## src/rtl/core_obi2axi_bridge_pkg.sv

```systemverilog
// Shared types and constants for the OBI-to-AXI4 single-beat bridge.
// Includes the bridge FSM states and the packed bus structs used by the wrapper.
package core_obi2axi_bridge_pkg;

  localparam logic [1:0] AXI_BURST_INCR = 2'b01;
  localparam logic [1:0] AXI_RESP_OKAY  = 2'b00;

  localparam int CORE_ADDR_W   = 32;
  localparam int CORE_DATA_W   = 32;
  localparam int CORE_STRB_W   = CORE_DATA_W / 8;
  localparam int AXI_DATA_ID_W = 2;

  typedef enum logic [2:0] {
    ST_IDLE,
    ST_WR,
    ST_BWAIT,
    ST_RD,
    ST_RWAIT,
    ST_RESP
  } obi2axi_state_e;

  typedef struct packed {
    logic                   req;
    logic [CORE_ADDR_W-1:0] addr;
    logic                   we;
    logic [CORE_STRB_W-1:0] be;
    logic [CORE_DATA_W-1:0] wdata;
  } core_data_req_t;

  typedef struct packed {
    logic                   gnt;
    logic                   rvalid;
    logic [CORE_DATA_W-1:0] rdata;
    logic                   err;
  } core_data_rsp_t;

  typedef struct packed {
    logic                     aw_valid;
    logic [CORE_ADDR_W-1:0]   aw_addr;
    logic [AXI_DATA_ID_W-1:0] aw_id;
    logic [7:0]               aw_len;
    logic [2:0]               aw_size;
    logic [1:0]               aw_burst;
    logic                     w_valid;
    logic [CORE_DATA_W-1:0]   w_data;
    logic [CORE_STRB_W-1:0]   w_strb;
    logic                     w_last;
    logic                     b_ready;
    logic                     ar_valid;
    logic [CORE_ADDR_W-1:0]   ar_addr;
    logic [AXI_DATA_ID_W-1:0] ar_id;
    logic [7:0]               ar_len;
    logic [2:0]               ar_size;
    logic [1:0]               ar_burst;
    logic                     r_ready;
  } core_axi_data_req_t;

  typedef struct packed {
    logic                   aw_ready;
    logic                   w_ready;
    logic                   b_valid;
    logic [1:0]             b_resp;
    logic                   ar_ready;
    logic                   r_valid;
    logic [CORE_DATA_W-1:0] r_data;
    logic [1:0]             r_resp;
    logic                   r_last;
  } core_axi_data_rsp_t;

endpackage

```

## src/rtl/core_obi2axi_bridge_wrap.sv

```systemverilog
// Struct-port wrapper around the flat bridge, matching the tile's OBI/AXI bus typedefs.
module core_obi2axi_bridge_wrap
  import core_obi2axi_bridge_pkg::*;
#(
  parameter int AXI_ID = 0
) (
  input  logic               clk_i,
  input  logic               rst_ni,
  input  core_data_req_t     obi_req_i,
  output core_data_rsp_t     obi_rsp_o,
  output core_axi_data_req_t axi_req_o,
  input  core_axi_data_rsp_t axi_rsp_i
);

  core_obi2axi_bridge #(
    .ADDR_W   (CORE_ADDR_W),
    .DATA_W   (CORE_DATA_W),
    .STRB_W   (CORE_STRB_W),
    .AXI_ID_W (AXI_DATA_ID_W),
    .AXI_ID   (AXI_ID)
  ) u_core (
    .clk_i        (clk_i),
    .rst_ni       (rst_ni),
    .obi_req_i    (obi_req_i.req),
    .obi_gnt_o    (obi_rsp_o.gnt),
    .obi_addr_i   (obi_req_i.addr),
    .obi_we_i     (obi_req_i.we),
    .obi_be_i     (obi_req_i.be),
    .obi_wdata_i  (obi_req_i.wdata),
    .obi_rvalid_o (obi_rsp_o.rvalid),
    .obi_rdata_o  (obi_rsp_o.rdata),
    .obi_err_o    (obi_rsp_o.err),
    .aw_valid_o   (axi_req_o.aw_valid),
    .aw_ready_i   (axi_rsp_i.aw_ready),
    .aw_addr_o    (axi_req_o.aw_addr),
    .aw_id_o      (axi_req_o.aw_id),
    .aw_len_o     (axi_req_o.aw_len),
    .aw_size_o    (axi_req_o.aw_size),
    .aw_burst_o   (axi_req_o.aw_burst),
    .w_valid_o    (axi_req_o.w_valid),
    .w_ready_i    (axi_rsp_i.w_ready),
    .w_data_o     (axi_req_o.w_data),
    .w_strb_o     (axi_req_o.w_strb),
    .w_last_o     (axi_req_o.w_last),
    .b_valid_i    (axi_rsp_i.b_valid),
    .b_ready_o    (axi_req_o.b_ready),
    .b_resp_i     (axi_rsp_i.b_resp),
    .ar_valid_o   (axi_req_o.ar_valid),
    .ar_ready_i   (axi_rsp_i.ar_ready),
    .ar_addr_o    (axi_req_o.ar_addr),
    .ar_id_o      (axi_req_o.ar_id),
    .ar_len_o     (axi_req_o.ar_len),
    .ar_size_o    (axi_req_o.ar_size),
    .ar_burst_o   (axi_req_o.ar_burst),
    .r_valid_i    (axi_rsp_i.r_valid),
    .r_ready_o    (axi_req_o.r_ready),
    .r_data_i     (axi_rsp_i.r_data),
    .r_resp_i     (axi_rsp_i.r_resp),
    .r_last_i     (axi_rsp_i.r_last)
  );

endmodule

```

## src/rtl/core_obi2axi_bridge.sv

```systemverilog
// OBI data-port to AXI4 bridge: one outstanding single-beat transaction at a time.
// Payload outputs come straight from holding registers; valids/readies follow the FSM state.
module core_obi2axi_bridge
  import core_obi2axi_bridge_pkg::*;
#(
  parameter int ADDR_W   = 32,
  parameter int DATA_W   = 32,
  parameter int STRB_W   = DATA_W / 8,
  parameter int AXI_ID_W = 2,
  parameter int AXI_ID   = 0
) (
  input  logic                clk_i,
  input  logic                rst_ni,
  input  logic                obi_req_i,
  output logic                obi_gnt_o,
  input  logic [ADDR_W-1:0]   obi_addr_i,
  input  logic                obi_we_i,
  input  logic [STRB_W-1:0]   obi_be_i,
  input  logic [DATA_W-1:0]   obi_wdata_i,
  output logic                obi_rvalid_o,
  output logic [DATA_W-1:0]   obi_rdata_o,
  output logic                obi_err_o,
  output logic                aw_valid_o,
  input  logic                aw_ready_i,
  output logic [ADDR_W-1:0]   aw_addr_o,
  output logic [AXI_ID_W-1:0] aw_id_o,
  output logic [7:0]          aw_len_o,
  output logic [2:0]          aw_size_o,
  output logic [1:0]          aw_burst_o,
  output logic                w_valid_o,
  input  logic                w_ready_i,
  output logic [DATA_W-1:0]   w_data_o,
  output logic [STRB_W-1:0]   w_strb_o,
  output logic                w_last_o,
  input  logic                b_valid_i,
  output logic                b_ready_o,
  input  logic [1:0]          b_resp_i,
  output logic                ar_valid_o,
  input  logic                ar_ready_i,
  output logic [ADDR_W-1:0]   ar_addr_o,
  output logic [AXI_ID_W-1:0] ar_id_o,
  output logic [7:0]          ar_len_o,
  output logic [2:0]          ar_size_o,
  output logic [1:0]          ar_burst_o,
  input  logic                r_valid_i,
  output logic                r_ready_o,
  input  logic [DATA_W-1:0]   r_data_i,
  input  logic [1:0]          r_resp_i,
  input  logic                r_last_i
);

  localparam logic [2:0] AXI_SIZE = 3'($clog2(STRB_W));

  obi2axi_state_e r_state, w_next;

  logic [ADDR_W-1:0] r_addr;
  logic [STRB_W-1:0] r_be;
  logic [DATA_W-1:0] r_wdata;
  logic [DATA_W-1:0] r_rdata;
  logic              r_err;
  logic              r_aw_done;
  logic              r_w_done;
  logic              w_unused;

  // Only bit 1 of a response distinguishes error classes; r_last is implied by len = 0.
  assign w_unused = ^{r_last_i, b_resp_i[0], r_resp_i[0]};

  always_ff @(posedge clk_i or negedge rst_ni) begin
    if (!rst_ni) r_state <= ST_IDLE;
    else         r_state <= w_next;
  end

  always_comb begin
    w_next       = r_state;
    obi_gnt_o    = 1'b0;
    obi_rvalid_o = 1'b0;
    aw_valid_o   = 1'b0;
    w_valid_o    = 1'b0;
    b_ready_o    = 1'b0;
    ar_valid_o   = 1'b0;
    r_ready_o    = 1'b0;
    case (r_state)
      ST_IDLE: begin
        obi_gnt_o = obi_req_i;
        if (obi_req_i) w_next = obi_we_i ? ST_WR : ST_RD;
      end
      ST_WR: begin
        aw_valid_o = !r_aw_done;
        w_valid_o  = !r_w_done;
        if ((r_aw_done || aw_ready_i) && (r_w_done || w_ready_i)) w_next = ST_BWAIT;
      end
      ST_BWAIT: begin
        b_ready_o = 1'b1;
        if (b_valid_i) w_next = ST_RESP;
      end
      ST_RD: begin
        ar_valid_o = 1'b1;
        if (ar_ready_i) w_next = ST_RWAIT;
      end
      ST_RWAIT: begin
        r_ready_o = 1'b1;
        if (r_valid_i) w_next = ST_RESP;
      end
      ST_RESP: begin
        obi_rvalid_o = 1'b1;
        w_next       = ST_IDLE;
      end
      default: w_next = ST_IDLE;
    endcase
  end

  always_ff @(posedge clk_i or negedge rst_ni) begin
    if (!rst_ni) begin
      r_addr    <= '0;
      r_be      <= '0;
      r_wdata   <= '0;
      r_rdata   <= '0;
      r_err     <= 1'b0;
      r_aw_done <= 1'b0;
      r_w_done  <= 1'b0;
    end else begin
      case (r_state)
        ST_IDLE: begin
          if (obi_req_i) begin
            r_addr    <= {obi_addr_i[ADDR_W-1:2], 2'b00};
            r_be      <= obi_be_i;
            r_wdata   <= obi_wdata_i;
            r_aw_done <= 1'b0;
            r_w_done  <= 1'b0;
          end
        end
        ST_WR: begin
          if (aw_valid_o && aw_ready_i) r_aw_done <= 1'b1;
          if (w_valid_o && w_ready_i)   r_w_done  <= 1'b1;
        end
        ST_BWAIT: begin
          if (b_valid_i) begin
            r_err   <= b_resp_i[1];
            r_rdata <= '0;
          end
        end
        ST_RWAIT: begin
          if (r_valid_i) begin
            r_err   <= r_resp_i[1];
            r_rdata <= r_data_i;
          end
        end
        default: ;
      endcase
    end
  end

  assign obi_rdata_o = r_rdata;
  assign obi_err_o   = r_err;

  assign aw_addr_o  = r_addr;
  assign aw_id_o    = AXI_ID_W'(AXI_ID);
  assign aw_len_o   = 8'd0;
  assign aw_size_o  = AXI_SIZE;
  assign aw_burst_o = AXI_BURST_INCR;

  assign w_data_o = r_wdata;
  assign w_strb_o = r_be;
  assign w_last_o = 1'b1;

  assign ar_addr_o  = r_addr;
  assign ar_id_o    = AXI_ID_W'(AXI_ID);
  assign ar_len_o   = 8'd0;
  assign ar_size_o  = AXI_SIZE;
  assign ar_burst_o = AXI_BURST_INCR;

endmodule

```

## config.mk

```make
export PLATFORM = sky130hd
export DESIGN_NAME = core_obi2axi_bridge_wrap
export DESIGN_NICKNAME = d
export VERILOG_FILES = /design/src/rtl/core_obi2axi_bridge_pkg.sv /design/src/rtl/core_obi2axi_bridge_wrap.sv /design/src/rtl/core_obi2axi_bridge.sv
export SDC_FILE = /design/constraint.sdc
export NUM_CORES = 1
export LEC_CHECK = 0
export ABC_AREA = 1
export BUFFER_PORTS_ARGS = -buffer_cell sky130_fd_sc_hd__buf_2
export CAP_MARGIN = 25
export CORE_MARGIN = 5
export CORE_UTILIZATION = 40
export CTS_BUF_LIST = sky130_fd_sc_hd__clkbuf_4
export DETAILED_ROUTE_END_ITERATION = 10
export HOLD_SLACK_MARGIN = 0.02
export PLACE_DENSITY = 0.81
export SYNTH_ARGS = -nofsm -noshare
export SYNTH_HDL_FRONTEND = slang
export SYNTH_SLANG_ARGS = --single-unit
```

## constraint.sdc

```tcl
create_clock -name clk_i -period 1.6 [get_ports clk_i]
set_input_delay 0.08 -clock clk_i [delete_from_list [all_inputs] [get_ports clk_i]]
set_output_delay 0.08 -clock clk_i [all_outputs]
set_load 0.03 [all_outputs]
```

# Yosys cells after proc, flatten, opt, wreduce, memory -nomap -nowiden
# Cells that the tools add are included.
[totals]
register_bits = 104
latchBits = 0
ram_bits = 0
mem_bits_ro = 0
input_bits = 114
output_inout_bits = 171
wordCells = 60
memories = 0
[op_classes]
addsub = 0
mul = 0
div_mod_pow = 0
order_cmp = 0
eq_ne = 12
n_shift = 0
mux = 25
bitwise_logic = 0
reduce_logical = 15
[ops]
columns = ["cell", "n"]
rows = [
  ["32-bit 2-to-1 mux", 2],
  ["32-bit one-hot mux with 2 select lines", 1],
  ["3-bit 2-to-1 mux", 5],
  ["3-bit one-hot mux with 5 select lines", 1],
  ["1-bit 2-to-1 mux", 12],
  ["3-bit AND reduction", 3],
  ["2-bit inequality test, second input constant", 4],
  ["3-bit by 2-bit == test with 1-bit output, second input constant", 2],
  ["3-bit == test, second input constant", 2],
  ["2-bit by 1-bit inequality test with 1-bit output, second input constant", 3],
  ["1-bit one-hot mux with 2 select lines", 3],
  ["5-bit AND reduction", 1],
  ["2-bit nonzero test", 2],
  ["3-bit by 1-bit == test with 1-bit output, second input constant", 1],
  ["1-bit logical AND", 3],
  ["3-bit zero test", 1],
  ["1-bit zero test", 2],
  ["1-bit logical OR", 2],
  ["2-bit 2-to-1 mux", 1],
  ["2-bit AND reduction", 1],
]

# Longest topological paths before layout
# Gate-level depths: netlist of the first run.
[logic_depth]
word_depth = 5
depth_mapped = 9
mapped_depth_nobuf = 8

# Worst setup path after synthesis of the first run
# No wires, ideal clock.
[synth_path]
kind = "flip-flop to flip-flop"
startpoint = "register u_core.r_state[1]"
endpoint = "register u_core.r_rdata[0], in the netlist u_core.obi_rdata_o[0]"
setup_ns = 0.119
t_arrival_ns = 1.165
t_required_ns = 1.481
setup_slack_ns = 0.316
path_stages_with_launch = 9
path_buffers = 2
synth_period_minus_slack_ns = 1.284
cell_sequence = "dfrtp_1 -> buf_4 -> nor2_4 -> nand2_1 -> inv_2 -> nand2_4 -> buf_6 -> nand3_1 -> nand2_1"
[synth_via]
elab_chain_len = 3
elab_cells_between_ends = 7
cone_classes = "4 x eq/ne; 1 x mux; 2 x reduce/logical"
[synth_lines]
columns = ["item", "line_no", "text"]
rows = [
  ["start, declared", "core_obi2axi_bridge.sv:54", "obi2axi_state_e r_state, w_next;"],
  ["start signal, assigned", "core_obi2axi_bridge.sv:70", "else r_state <= w_next;"],
  ["3-bit by 2-bit == test with 1-bit output / 3-bit == test (equally long branches)", "core_obi2axi_bridge.sv:122", "case (r_state)"],
  ["2-bit inequality test (no source line) / 2-bit nonzero test (equally long branches)", "-", ""],
  ["3-bit AND reduction (no source line)", "-", ""],
  ["end signal, assigned", "core_obi2axi_bridge.sv:145", "r_rdata <= r_data_i;"],
  ["end, declared", "core_obi2axi_bridge.sv:59", "logic [DATA_W-1:0] r_rdata;"],
]
# Several ways; a longest one is shown, not always the timed one.
# A chain may end at the register's enable or synchronous reset.

==> flow_summary.toml, run 1 <==
[run_status]
status = "completed"

[synth]
synth-xor-area-share_pct = 0
syn_inst = 570
async_flop_share_pct = 100
avgSynthCellArea_um2 = 8.45
synth_top_area_share_pct = 54.1
yosysSeqAreaShare_pct = 54.1
synth_top_cells_by_area = "dfrtp_1 (54%), nand2_1 (20%), buf_4 (12%)"
synthAdderAreaFrac_pct = 0
yosys.cell_types.count = 20
synth_area_leader_cell = "dfrtp_1"
yosysMostFrequentCell = "nand2_1"
synth_seq_cells = 104
synth-compound-area-share_pct = 0.520
muxShareOfSynthArea_pct = 0
synth-edff-count = 0
synth.top_cells.by_count = "nand2_1 (254), dfrtp_1 (104), buf_4 (76)"
ys.flop_type = "dfrtp_1"
syn_area_um2 = 4810
yosys.area_share.simple_pct = 29.4
ys_warn_count = 0
synth_top_family_by_area = "simple AND/OR/NAND/NOR gates"

[critical_path]
worstPathRequired_ps = 1520
setup.worst_path.end_class = "output pin"
critPathKind = "register to output pin"
crit_slowest_cell = "dfrtp_2"
cp_data_arrival_time_ps = 1500
cpPeakStageDelay_ps = 460
cp_cell_sequence = "nor2_4, nand2_2, inv_2, buf_12, buf_8"
crit_path_start_kind = "register"
rrSetupSlack_ps = 100
critPathMaxFanout = 4

[placement]
dp_hpwl_mm = 9.49
numPortBuffers = 244
gp_congestion = 0.840
dp_cells = 903
place_area_um2 = 5760

[floorplan]
start_util_pct = 40.4
core-area_um2 = 11900
die_h_um = 120
die_area_um2 = 14300
rows = 40
ioPinCount = 285
die_w_um = 120

[global_routing]
grtUsageTotal_pct = 22.2
grt_max_degree = 47
antenna_found_initial = 1
grt_pass1_wl_mm = 25.3
overflow = 0
grt_pass1_vias = 5086

[sta]
fin_setup_tns_ps = 0
finClkSkew_ps = 11.0
fin_crit_sh_pct = 98.8
slew_viol_final = 0
period_needed_ps = 1580
fmax_mhz = 633
rsz0062_at_grt = "yes"
hold_viol = 0
setup_viol = 0

[layout]
nets = 1005
area_delta_synth_final_pct = 51.3
final_util_pct = 61.1
final_layout_size_suffix_gt1_share_pct = 34.2
instances_no_fill = 1044
final_cell_area_um2 = 7280

[clock_network]
numCtsBuffers = 9
insertion_delay_ps = 460
clk_pin_slew_ps = 160
cts_max_level = 3
clkSinkCount = 104
cts_root_buf = "clkbuf_4"
cts_buffer_depth = 2
cts_tree = "built"

[power]
power_mw = 14.6
power.leakage_nw = 4.25
max-vdd-ir-drop_v = 0.00128
powerDensity_nw_per_um2 = 2000

[drt]
num_vias = 4969
drcViolationCount = 0
wl_per_cell_um = 15.4
vias_per_cell = 4.76
drt-pass1-iter-count = 5
drt_wl_total_mm = 16.1
drt_iter0_drc = 437
postRouteAntennaNets = 0

[hold_path]
holdCritPathClass = "input pin to async pin"

[flow_run]
drv_cap = 0
## per-stage QoR
stage                     setup slack, ps  hold slack, ps
final                                19.0            99.2
after global routing                -81.1            85.7
after CTS                           -44.7            70.7
after detailed placement              124            79.9
after global placement                157            77.7
after floorplan                       316            -216
## power breakdown
group / total, mW / switching (mW) / internal (mW)
registers: 4.64 / 0.790 / 3.85
logic: 8.66 / 5.97 / 2.68
clock network: 1.28 / 0.932 / 0.350
total: 14.6 / 7.69 / 6.88
## layer usage
metal	up-vias	share of wire (%)	wire [µm]	GRT usage [%]
li1	2306	-	-	-
met1	2290	35	5680	24.0
met2	291	53	8450	39.4
met3	82	6.3	1020	5.80
met4	0	5.7	924	12.5
met5	-	0	0	0
## layout make-up
class | instances | area (µm²)
Sequential cell | 104 | 2610
Tap cell | 147 | 184
Clock buffer | 9 | 67.6
Antenna cell | 1 | 2.50
Fill cell | 924 | 4630
Clock inverter | 7 | 61.3
Multi-Input combinational cell | 384 | 1630
Timing Repair Buffer | 378 | 2670
Inverter | 14 | 65.1
## final timing paths
kind,startpoint,end,cells after the start
max,u_core.r_state[1],axi_req_o[0],5
max reg2reg,u_core.r_state[1],u_core.obi_rdata_o[13],7
min,rst_ni,u_core.obi_rdata_o[18],2
max in group asynchronous,rst_ni,u_core.w_data_o[15],3
min in group clk_i,obi_req_i[69],u_core.r_state[1],8
min reg2reg,u_core.w_strb_o[3],u_core.w_strb_o[3],2
## placed cells by master (no fill, tap or decap), types with 3 or more instances in the layout
cell type / netlist / layout
nor2_1: 14 / 11
buf_4: 76 / 20
nand3_1: 70 / 69
buf_6: 4 / 7
inv_1: 11 / 10
nand2_1: 254 / 252
inv_6: 0 / 4
buf_12: 0 / 3
nor2_4: 1 / 5
clkbuf_4: 0 / 9
nand2_2: 2 / 3
dlygate4sd3_1: 0 / 107
dfrtp_1: 104 / 101
buf_2: 15 / 236
conb_1: 2 / 35
dfrtp_2: 0 / 3
bufbuf_16: 0 / 3
## worst max-delay path, delay by kind of cell (launching register included)
| kind | cells | cell delay, ps |
|---|---|---|
| buffers and inverters | 3 | 290 |
| DFF | 1 | 460 |
| and+or+nand+nor | 2 | 280 |
## cells by family (layout without fill, tap and decap cells)
family	after synthesis	after routing
compound gates	4	4
flops	104	104
buf+inv	115	408
simple gates	345	345
other cells	2	36
## state kept, by name, summed over array words and instances, names as in the netlist
| signal | count |
|---|---|
| u_core.r_state | 3 |
| u_core.w_data_o | 32 |
| u_core.obi_err_o | 1 |
| u_core.obi_rdata_o | 32 |
| u_core.r_w_done | 1 |
| u_core.r_aw_done | 1 |
| u_core.ar_addr_o | 30 |
| u_core.w_strb_o | 4 |
## repair_timing
item                       in CTS  in global routing
setup buffers                  15                  0
setup endpoints to repair       6                  7
cloned                          3                  0
hold buffers                  107                  0
resized for setup              30                 11
hold endpoints to repair      207                  0
pin swaps                       5                  6
(Power assumes the default switching activity.)
==> run 2: changes to the inputs <==
CORE_UTILIZATION = 45   (was 40)
PLACE_DENSITY = 0.88   (was 0.81)
==> flow_summary.toml, run 2 (same netlist as run 1, synthesis figures left out) <==
[run_status]
status = "completed"

[global_routing]
use_met3_pct = 5.84
grt_max_degree = 105
overflow = 0
grtUsageMet1_pct = 26.4
antenna_found_initial = 2
grtUsageTotal_pct = 24.7
grt_use_met2_pct = 44.5
grt_pass1_vias = 5184
grt_pass1_wl_mm = 25.4
grt_busiest_layer = "met2"

[critical_path]
crit_slowest_cell = "dfrtp_1"
cp_cell_sequence = "buf_6, inv_4, nand3_4, buf_4, buf_4, buf_4, buf_4, buf_4, o22ai_2"
crit_top_cell = "buf_4"
rr_worst_depth = 9
crit_path_start_kind = "register"
critPathKind = "register to register"
setup.worst_path.end_class = "register"
timing.critical_path.depth = 9
cpPeakStageDelay_ps = 460
critPathBufInv = 7
critPathMaxFanout = 4
cp_data_arrival_time_ps = 1970
worstPathRequired_ps = 1980
cp_top_family = "buffers and inverters"

[placement]
gp_congestion = 0.892
place_area_um2 = 5760
numPortBuffers = 244
dp_hpwl_mm = 9.52
dp_cells = 894

[clock_network]
clkSinkCount = 104
cts_max_level = 3
cts_tree = "built"
cts_root_buf = "clkbuf_4"
numCtsBuffers = 9
insertion_delay_ps = 440
cts_buffer_depth = 2
clk_pin_slew_ps = 160

[layout]
fill_cells = 740
final_cell_mix = "nand2_1 (252), buf_2 (236), dlygate4sd3_1 (105)"
final_cell_area_um2 = 7210
final_layout_size_suffix_gt1_share_pct = 34.0
nets = 1003
instances_no_fill = 1032
final_common_cell = "nand2_1"
area_delta_synth_final_pct = 49.8

[drt]
postRouteAntennaNets = 0
drt_wl_total_mm = 16.5
drt_iter0_drc = 344
drcViolationCount = 0
num_vias = 5017
wl_per_cell_um = 15.9
drt-pass1-iter-count = 5
vias_per_cell = 4.86

[power]
power.leakage_nw = 4.22
powerDensity_nw_per_um2 = 2040
power_mw = 14.7
max-vdd-ir-drop_v = 0.00126

[sta]
period_needed_ps = 1580
slew_headroom_pct = 63.9
finClkSkew_ps = 7.65
slew_viol_final = 0
setup_viol = 0
fin_crit_sh_pct = 98.9
rsz0062_at_grt = "yes"
tightest_slew_ps = 542
fmax_mhz = 632
hold_viol = 0

[floorplan]
rows = 37
die_h_um = 113
ioPinCount = 285
die_area_um2 = 12900
die_w_um = 113
start_util_pct = 46.4
core-area_um2 = 10400

[hold_path]
holdCritPathClass = "input pin to register"
holdPathStages = 6

[flow_run]
drv_cap = 0
==> run 2: cell count changes in the layout (fill, tap and decap cells not counted), moves of 2 or more <==
cell	previous run	this run
dfrtp_1	101	104
nor2_4	5	3
dlygate4sd3_1	107	105
inv_6	4	2
nand2_4	2	0
dfrtp_2	3	0
nor2_2	0	2
buf_4	20	22
bufbuf_16	3	1
==> run 2: final cells by class <==
| cell class | instances | area, µm² | area share, % |
|---|---|---|---|
| diodes | 2 | 5.00 | 0.0694 |
| repair buffers | 376 | 2600 | 36.1 |
| inverters | 14 | 62.6 | 0.868 |
| multi-input cells | 384 | 1620 | 22.5 |
| well taps | 136 | 170 | 2.36 |
| flip-flops and latches | 104 | 2600 | 36.1 |
| clock inverters | 7 | 78.8 | 1.09 |
| clock buffers | 9 | 67.6 | 0.937 |
==> run 2: repair_timing <==
| item | in CTS | in global routing |
|---|---|---|
| hold endpoints to repair | 207 | 0 |
| resized for setup | 14 | 20 |
| endpoints found under the setup margin | 6 | 18 |
| pin swaps | 2 | 3 |
| setup buffers | 10 | 4 |
| cloned | 1 | 0 |
| hold buffers | 105 | 0 |
==> run 2: final timing paths <==
kind	start	endpoint	slack, ps
setup / recovery	u_core.r_state[1]	u_core.r_aw_done	20
min in group asynchronous	rst_ni	u_core.w_data_o[23]	250
hold reg to reg	u_core.w_data_o[24]	u_core.w_data_o[24]	500
hold / removal	axi_rsp_i[39]	u_core.r_state[1]	80
max in group asynchronous	rst_ni	u_core.obi_rdata_o[28]	950
setup reg to reg	u_core.r_state[1]	u_core.r_aw_done	20
==> run 2: through the flow <==
| stage | setup TNS, ps | utilization (%) | hold WS (ps) | setup WS (ps) |
|---|---|---|---|---|
| floorplan | 0 | - | -216 | 316 |
| global placement | 0 | 55.5 | 189 | 240 |
| detailed placement | 0 | 55.5 | 198 | 198 |
| CTS | -31.6 | 68.5 | 23.6 | -31.6 |
| global route | -172 | 69.5 | 72.3 | -47.4 |
| finish | 0 | 69.5 | 81.1 | 18.3 |
==> run 2: power breakdown <==
part           switching (mW)  total (mW)  leakage [nW]  internal (mW)
clock network           0.894        1.39        0.0745          0.493
logic                    6.00        8.64          2.82           2.64
registers               0.816        4.66          1.32           3.84
==> run 2: per-layer routing <==
layer  part of all wire [%]  vias up
met5                      0        -
met4                    5.3        0
met3                    6.8       75
met2                     54      280
met1                     34     2359
li1                       -     2303
==> run 2: tightest hold or removal path, cell delays in order <==
cell and delay, ps:
buf_2 130, nor2_1 100, nor2_1 50, nand2_1 60, nand2_1 40, nand2_1 50
==> run 3: changes to the inputs <==
--- a/config.mk
+++ b/config.mk
@@ -15,3 +15,3 @@
 export HOLD_SLACK_MARGIN = 0.02
-export PLACE_DENSITY = 0.88
+export PLACE_DENSITY = 0.81
 export SYNTH_ARGS = -nofsm -noshare
--- a/constraint.sdc
+++ b/constraint.sdc
@@ -3,2 +3,2 @@
 set_output_delay 0.08 -clock clk_i [all_outputs]
-set_load 0.03 [all_outputs]
+set_load 0.1 [all_outputs]
==> flow_summary.toml, run 3 (same netlist as run 1, synthesis figures left out) <==
[run_status]
status = "completed"

[clock_network]
cts_buffer_depth = 2
numCtsBuffers = 9
clkSinkCount = 104
cts_root_buf = "clkbuf_4"
cts_tree = "built"
cts_max_level = 3
insertion_delay_ps = 430
clk_pin_slew_ps = 170

[critical_path]
crit_path_start_kind = "register"
cp_data_arrival_time_ps = 1500
cp_cell_sequence = "buf_6, inv_4, nand3_4, nor2_4, buf_12"
critPathMaxFanout = 4
setup.worst_path.end_class = "output pin"
rrSetupSlack_ps = 110
worstPathRequired_ps = 1520
critPathKind = "register to output pin"
worstReg2RegStart = "u_core.r_state[1]"
cpPeakStageDelay_ps = 450
regToRegEndpoint = "u_core.w_data_o[21]"
rr_worst_depth = 7
crit_slowest_cell = "dfrtp_1"

[placement]
place_area_um2 = 5860
dp_hpwl_mm = 9.38
dp_cells = 894
numPortBuffers = 244
gp_congestion = 0.871

[global_routing]
grtUsageTotal_pct = 24.2
overflow = 0
grt_pass1_wl_mm = 24.9
antenna_found_initial = 1
grt_pass1_vias = 4974
grt_max_degree = 105

[drt]
drcViolationCount = 0
drt-pass1-iter-count = 5
drt_iter0_drc = 369
postRouteAntennaNets = 0
drt_wl_total_mm = 15.9
vias_per_cell = 4.72
num_vias = 4870
wl_per_cell_um = 15.4

[sta]
fmax_mhz = 633
whs_ps = 85.0
slew_viol_final = 0
rsz0062_at_grt = "yes"
fin_crit_sh_pct = 98.7
hold_viol = 0
slew_headroom_pct = 62.5
tightest_slew_ps = 562
finClkSkew_ps = 18.7
setup_viol = 0
period_needed_ps = 1580

[floorplan]
rows = 37
die_h_um = 113
ioPinCount = 285
start_util_pct = 46.4
die_area_um2 = 12900
die_w_um = 113
core-area_um2 = 10400

[layout]
final_cell_mix = "nand2_1 (252), buf_2 (236), dlygate4sd3_1 (107)"
final_common_cell = "nand2_1"
final_cell_area_um2 = 7300
final_layout_size_suffix_gt1_share_pct = 33.7
final_util_pct = 70.4
regArea_um2 = 2600
fill_cells = 756
multi_input_area_um2 = 1640
instances_no_fill = 1032
nets = 1004
area_delta_synth_final_pct = 51.7

[hold_path]
hold_end = "u_core.r_state[0]"
holdPathStages = 6
holdCritPathClass = "input pin to register"
hp-start = "axi_rsp_i[36]"

[flow_run]
drv_cap = 0
==> run 3: cell count changes in the layout (fill, tap and decap cells not counted), moves of 2 or more <==
cell / before / now
clkinvlp_4: 2 / 0
buf_12: 4 / 8
buf_16: 0 / 2
nor2_4: 3 / 5
dlygate4sd3_1: 105 / 107
buf_6: 7 / 4
buf_4: 22 / 19
clkinv_4: 1 / 4
==> run 3: layout make-up <==
cell class	count	area share, %
clock inverters	7	0.754
diodes	1	0.0343
inverters	14	1.06
well taps	136	2.33
flip-flops and latches	104	35.6
clock buffers	9	0.925
multi-input cells	384	22.4
repair buffers	377	36.8
==> run 3: metrics by stage <==
| step | TNS [ps] | worst slack (ps) |
|---|---|---|
| 2_1_floorplan | 0 | 180 |
| 3_3_place_gp | 0 | 174 |
| 3_5_place_dp | 0 | 149 |
| 4_1_cts | -65.7 | -22.2 |
| 5_1_grt | -263 | -60.4 |
| 6_report | 0 | 20.9 |
==> run 3: how the worst max path moves through the flow <==
stage	start	endpoint	slack, ps	cells past startpoint
after CTS	u_core.r_state[0]	obi_rsp_o[34]	-20	4
after global placement	u_core.r_state[1]	u_core.obi_rdata_o[16]	170	6
after global routing	u_core.r_state[1]	axi_req_o[135]	-60	5
after floorplan	u_core.ar_addr_o[2]	axi_req_o[105]	180	1
after detailed placement	u_core.r_state[1]	u_core.obi_rdata_o[9]	150	6
final	u_core.r_state[1]	axi_req_o[135]	20	5
==> run 3: metal layers <==
layer	GRT usage [%]	vias up	wire, µm
li1	-	2300	-
met4	12.3	0	701
met3	3.77	56	1060
met1	28.3	2277	5900
met5	0	-	0
met2	43.0	237	8210
==> run 3: what timing repair did <==
| item | 4_1_cts | 5_1_grt |
|---|---|---|
| hold buffers | 107 | 0 |
| cloned | 1 | 0 |
| endpoints found under the hold margin | 207 | 0 |
| endpoints found under the setup margin | 7 | 24 |
| gates resized for setup | 25 | 8 |
| setup buffers | 8 | 6 |
| pin swaps | 5 | 3 |
==> run 3: critical path: cells and delay by family (launching register included) <==
kind / cells / cell delay [ps]
buffers and inverters: 3 / 390
and+or+nand+nor: 2 / 220
DFF: 1 / 450
Power of run 3 is left out: the tool's default activity adds up to more than one toggle a clock period on the data nets, which glitch-free logic cannot reach.
